<file path="src/rtl/mips_intr_ctrl.sv">
// Priority interrupt controller: latches edge requests, masks them, and runs the
// CPU intr/inta handshake, holding further interrupts off until software writes EOI.
module mips_intr_ctrl #(
  parameter int unsigned NUM_IRQ  = 8,
  parameter logic [7:0]  MASK_RST = 8'h00
) (
  input  logic        clk,
  input  logic        reset,
  input  logic [7:0]  irq,
  output logic        intr,
  input  logic        inta,
  input  logic        io_cs,
  input  logic        io_rd,
  input  logic        io_wr,
  input  logic [1:0]  io_addr,
  input  logic [31:0] io_d_in,
  output logic [31:0] io_d_out,
  output logic        in_service
);

  localparam int unsigned IRQ_W = 8;
  localparam int unsigned ID_W  = 3;
  localparam logic [IRQ_W-1:0] IRQ_VALID = IRQ_W'((9'd1 << NUM_IRQ) - 9'd1);

  localparam logic [1:0] ADDR_MASK = 2'd0;
  localparam logic [1:0] ADDR_PEND = 2'd1;
  localparam logic [1:0] ADDR_VEC  = 2'd2;
  localparam logic [1:0] ADDR_EOI  = 2'd3;

  typedef enum logic [1:0] {
    ST_IDLE    = 2'd0,
    ST_REQ     = 2'd1,
    ST_SERVICE = 2'd2
  } state_t;

  state_t            state;
  logic [IRQ_W-1:0]  pend;
  logic [IRQ_W-1:0]  mask;
  logic [IRQ_W-1:0]  irq_q;
  logic              inta_q;
  logic [ID_W-1:0]   isr_id;

  logic [IRQ_W-1:0]  irq_rise;
  logic [IRQ_W-1:0]  active;
  logic [IRQ_W-1:0]  pend_nxt;
  logic [ID_W-1:0]   sel;
  logic              wr_en;
  logic              eoi_wr;
  logic              inta_rise;
  logic              ack;

  assign wr_en     = io_cs & io_wr;
  assign eoi_wr    = wr_en & (io_addr == ADDR_EOI);
  assign irq_rise  = irq & ~irq_q & IRQ_VALID;
  assign inta_rise = inta & ~inta_q;
  assign active    = pend & mask;
  assign ack       = (state == ST_REQ) & (|active) & inta_rise;

  // Lowest-index active source wins
  always_comb begin
    sel = '0;
    for (int i = IRQ_W - 1; i >= 0; i--) begin
      if (active[i]) sel = ID_W'(i);
    end
  end

  // New edges are applied last so they override both W1C and the ack clear
  always_comb begin
    pend_nxt = pend;
    if (wr_en && (io_addr == ADDR_PEND)) pend_nxt = pend_nxt & ~io_d_in[IRQ_W-1:0];
    if (ack) pend_nxt[sel] = 1'b0;
    pend_nxt = (pend_nxt | irq_rise) & IRQ_VALID;
  end

  always_ff @(posedge clk or posedge reset) begin
    if (reset) begin
      irq_q  <= '0;
      inta_q <= 1'b0;
      pend   <= '0;
      mask   <= MASK_RST & IRQ_VALID;
    end else begin
      irq_q  <= irq & IRQ_VALID;
      inta_q <= inta;
      pend   <= pend_nxt;
      if (wr_en && (io_addr == ADDR_MASK)) mask <= io_d_in[IRQ_W-1:0] & IRQ_VALID;
    end
  end

  // Handshake sequencer with registered intr / in_service
  always_ff @(posedge clk or posedge reset) begin
    if (reset) begin
      state      <= ST_IDLE;
      intr       <= 1'b0;
      in_service <= 1'b0;
      isr_id     <= '0;
    end else begin
      case (state)
        ST_IDLE: begin
          if (|active) begin
            state <= ST_REQ;
            intr  <= 1'b1;
          end
        end
        ST_REQ: begin
          if (!(|active)) begin
            state <= ST_IDLE;
            intr  <= 1'b0;
          end else if (inta_rise) begin
            state      <= ST_SERVICE;
            intr       <= 1'b0;
            in_service <= 1'b1;
            isr_id     <= sel;
          end
        end
        ST_SERVICE: begin
          if (eoi_wr) begin
            state      <= ST_IDLE;
            in_service <= 1'b0;
          end
        end
        default: begin
          state      <= ST_IDLE;
          intr       <= 1'b0;
          in_service <= 1'b0;
        end
      endcase
    end
  end

  always_comb begin
    io_d_out = '0;
    if (io_cs && io_rd) begin
      case (io_addr)
        ADDR_MASK: io_d_out = {24'b0, mask};
        ADDR_PEND: io_d_out = {24'b0, pend};
        ADDR_VEC:  io_d_out = {in_service, 28'b0, isr_id};
        default:   io_d_out = '0;
      endcase
    end
  end

endmodule

</file>
<file path="config.mk">
export PLATFORM = sky130hd
export DESIGN_NAME = mips_intr_ctrl
export DESIGN_NICKNAME = d
export VERILOG_FILES = /design/src/rtl/mips_intr_ctrl.sv
export SDC_FILE = /design/constraint.sdc
export NUM_CORES = 1
export LEC_CHECK = 0
export CAP_MARGIN = 20
export CORE_UTILIZATION = 41
export DETAILED_ROUTE_END_ITERATION = 10
export GPL_ROUTABILITY_DRIVEN = 0
export PLACE_DENSITY = 0.88
export SLEW_MARGIN = 0
export SYNTH_ARGS = -nofsm -noshare
export SYNTH_HDL_FRONTEND = slang
export SYNTH_SLANG_ARGS = --single-unit
</file>
<file path="constraint.sdc">
create_clock -name clk -period 1.7 [get_ports clk]
set_input_delay 0.34 -clock clk [delete_from_list [all_inputs] [get_ports clk]]
set_output_delay 0.34 -clock clk [all_outputs]
set_load 0.02 [all_outputs]
</file>
Word level (Yosys, flattened, before mapping)

Index checks and enable logic that the tools add are counted.

Register bits: 32
Output and inout port bits: 34
Word-level logic and storage cells: 74

$lt $le $gt $ge: 2
Equal/unequal tests: 10
Multiplexer cells: 27
Bitwise gates (word level): 16
Reduce and logical (&&, ||, !) cells: 11

Operator list:

| cell                                                        | number |
|---|---|
| case mux 32 bit (3 select lines)                            | 1 |
| AND 8 bit                                                   | 4 |
| two-way mux 32 bit                                          | 1 |
| two-way mux 3 bit                                           | 8 |
| NOT 8 bit                                                   | 3 |
| two-way mux 8 bit                                           | 2 |
| AND reduction 3 bit                                         | 3 |
| two-way mux 2 bit                                           | 4 |
| OR 8 bit                                                    | 1 |
| OR reduction 8 bit                                          | 1 |
| two-way mux 1 bit                                           | 7 |
| == test 2 bit (second input constant)                       | 3 |
| != test 2 bit (second input constant)                       | 3 |
| case mux 1 bit (3 select lines)                             | 2 |
| case mux 2 bit (3 select lines)                             | 1 |
| AND 1 bit                                                   | 5 |
| == test 2 x 1 -> 1 bit (second input constant)              | 2 |
| logical AND 1 bit                                           | 4 |
| zero test 2 bit                                             | 2 |
| less-than comparator 3 x 4 -> 1 bit (second input constant) | 1 |
| AND reduction 4 bit                                         | 1 |
| demux 1 bit (select 3 bit)                                  | 1 |
| >= comparator 3 x 1 -> 1 bit (second input constant)        | 1 |
| != test 3 bit (second input constant)                       | 1 |
| 2 further kinds                                             | 4 |

Logic depth before layout (Yosys ltp)

Depth after elaboration: 17
Mapped depth: 6
Mapped depth without buffers: 4

Worst setup path before layout

OpenSTA, ideal clock, no wires.

Path kind: register to register
From: reg pend[4]
To: reg isr_id[0]
Data arrival time: 1.282 ns
Required time: 1.575 ns
Setup slack: 0.292 ns
Stages on the path, launching flop included: 5
Path buffers: 0
Cells stage by stage: dfrtp_1 a22oi_1 nand4_2 nand2_2 mux2_4

Word-level cells in the longest chain between the ends: 6

Ends and longest elaborated chain:

| what                           | line | text |
|---|---|---|
| start, declared                | 37   | `logic [IRQ_W-1:0] pend;` |
| start signal, assigned         | 84   | `pend <= pend_nxt;` |
| AND 8 bit *                    | 56   | `assign active = pend & mask;` |
| two-way mux 3 bit (5 in a row) | 63   | `if (active[i]) sel = ID_W'(i);` |
| end signal, assigned           | 112  | `isr_id <= sel;` |
| end, declared                  | 41   | `logic [ID_W-1:0] isr_id;` |

Mark *: on every way between the ends. The rest lies on a longest branch, timed or not.
A chain may end at the register's enable or synchronous reset.

Worst setup path after layout

From: reg in_service
To: out in_service

RTL lines:

| what                   | line | text |
|---|---|---|
| start, declared        | 18   | `output logic in_service` |
| start signal, assigned | 94   | `in_service <= 1'b0;` |
| start signal, assigned | 111  | `in_service <= 1'b1;` |
| start signal, assigned | 118  | `in_service <= 1'b0;` |

No word-level cell between the ends.

==> results.yml <==
clock_tree:
  h-tree-depth: 2
  tritoncts: "yes"
  numCtsBuffers: 5
  hold_buffers: 0
  clk_path_buf_depth: 2
  cts_sinks: 32
  clk_pin_slew_worst_paths_ns: 0.06
  clk_latency_ns: 0.28
  cts_root_buffer: "clkbuf_8"
worst_setup_path:
  slowest_stage: "clkdlybuf4s50_1"
  crit_start: "in_service$_DFFE_PP0P_"
  regToRegSetupSlack_ns: 0.12
  reg2reg_to: "isr_id[0]$_DFFE_PP0P_"
  cpLargestDelayFamily: "buffers and inverters"
  crit_path_cell_trace: "clkdlybuf4s50_1"
  crit_path_end_kind: "output port"
  crit_buf_inv: 1
  path_class: "register to output port"
  cp.depth: 1
  slowest_delay_ns: 0.61
  cp.required_ns: 1.36
  cp-endpoint: "in_service"
  arrival_ns: 1.28
  r2r-start: "pend[1]$_DFF_PP0_"
  start_kind: "register"
  reg2regPathDepth: 5
  critPathMaxFanout: 3
timing:
  fmax_ghz: 0.619
  rsz0062_at_grt: "no"
  fin_ws_ns: 0.0848
  period_needed_ns: 1.62
  setup-violations-final: 0
  skew_ns: 0.00537
  final_hold_viol_count: 0
  maxSlewViolCount: 0
  period_share_pct: 95.0
  whs_ns: 0.436
pwr:
  p_per_area_nw_per_um2: 1080
  p_leak_uw: 0.00112
  ir_drop_mv: 0.550
synth:
  synth_area_um2: 1780
  synth_edf_count: 0
  synth_cells: 175
  ys.flop_type: "dfrtp_1"
  synth.distinct_cells: 38
  avgSynthCellArea_um2: 10.2
  ys_ff_latch: 32
  ys_warn_count: 0
  async_reset_ff_share_pct: 100
  yosysSeqAreaShare_pct: 45.1
floorplan:
  start_util_pct: 43.5
  die-area_um2: 4600
  io_pins: 82
  die_y_um: 67.8
  die_w_um: 67.8
  rows: 23
  core_um2: 4090
layout:
  synthToLayoutAreaGrowth_pct: 35.6
  final_cell_mix: "dfrtp_1 (32), buf_4 (26), conb_1 (23)"
  num-fill-cells: 360
  antennaDiodeCount: 0
  drive_above_1_share_pct: 29.1
  final_common_cell: "dfrtp_1"
  final_core_util_pct: 58.9
  nets: 285
grt:
  grt_start_max_net_pins: 33
  grt_pass1_wl_mm: 6.65
  grt_overflow_total: 0
  antenna_found_initial: 0
  grt_util_all_layers_pct: 20.4
  grt_pass1_vias: 1460
detailed_routing:
  drc: 0
  num_vias: 1461
  avgViaCountPerCell: 5.09
  drtAntennaViolNets: 0
  first_iter_violations: 77
  drt_pre_antenna_iters: 4
  routedWlPerCell_um: 14.2
  drt_wl_total_mm: 4.07
flow_run:
  maxCapViolCount: 0
placement:
  dp_hpwl_mm: 3.02
  portBuffers: 34
  pre_cts_slack_ns: -0.655
status:
  status: "complete, no violations"
worst_hold_path:
  hp-class: "primary input to async pin"
routing by layer:
metal / share of wire (%) / track usage [%]
met2: 50 / 34.2
met1: 42 / 24.5
met4: 2.5 / 9.64
met3: 5.1 / 5.17
met5: 0 / 0
registers in the layout, indices dropped and copies added, names as in the netlist:
signal and count:
intr 1, isr_id 3, inta_q 1, irq_q 8, state 2, pend 8
mask 8, in_service 1
power by group:
part           internal, µW  switching [µW]  leakage [µW]
sequential              925             135      0.000358
clock                   360             260     0.0000503
combinational           452             472      0.000708
total                  1740             867       0.00112
final cells by class:
cell class	instances	area (µm²)	area share [%]
multi-input combinational	128	877	36.4
sequential	32	801	33.2
timing repair buffer	60	534	22.2
tap	50	62.6	2.60
inverter	10	37.5	1.56
clock buffer	7	96.3	4.00
synth_stat cells, types with 2 or more instances:
cell,instances,area [µm²]
nand2_1,19,71.3
a21o_1,2,15.0
a21boi_2,2,22.5
o21ai_0,6,30.0
a31oi_1,2,12.5
dfrtp_1,32,801
nor2b_1,3,18.8
a22oi_2,2,25.0
a32oi_1,4,35.0
buf_4,25,188
mux2_2,8,90.1
a22oi_1,5,37.5
inv_1,10,37.5
a21oi_1,9,45.0
a22o_1,5,43.8
mux2i_1,8,80.1
a21boi_0,2,15.0
nor2_1,11,41.3
repair_timing:
item                                   CTS  global route
endpoints found under the hold margin    0             0
setup buffers                            1             1
pin swaps                                3             0
gates resized for setup                 68             3
setup endpoints to repair               14             6
kinds of logic after synthesis:
family	Yosys count	synth area share, %
muxes	17	10.4
DFF	32	45.1
AOI/OAI and AO/OA	42	17.1
buffers and inverters	37	13.6
other	1	0.211
and+or+nand+nor	46	13.6
how the worst min path moves through the flow:
stage	from	end	slack, ns
final	reset	isr_id[1]$_DFFE_PP0P_	0.44
after detailed placement	irq_q[1]$_DFF_PP0_	pend[1]$_DFF_PP0_	0.43
after global placement	irq_q[1]$_DFF_PP0_	pend[1]$_DFF_PP0_	0.40
after floorplan	inta	inta_q$_DFF_PP0_	0.37
after global routing	irq_q[1]$_DFF_PP0_	pend[1]$_DFF_PP0_	0.45
after CTS	irq_q[1]$_DFF_PP0_	pend[1]$_DFF_PP0_	0.44
through the flow:
| step | power (µW) | setup TNS [ns] | instances | instance area, µm² |
|---|---|---|---|---|
| floorplan | 1610 | 0 | 197 | 1860 |
| global placement | 1910 | -8.93 | 278 | 2250 |
| detailed placement | 1950 | -9.33 | 278 | 2250 |
| CTS | 2610 | 0 | 286 | 2400 |
| global route | 2760 | 0 | 287 | 2410 |
| finish | 2600 | 0 | 287 | 2410 |
Note: power is estimated with default switching activity, not from simulation.
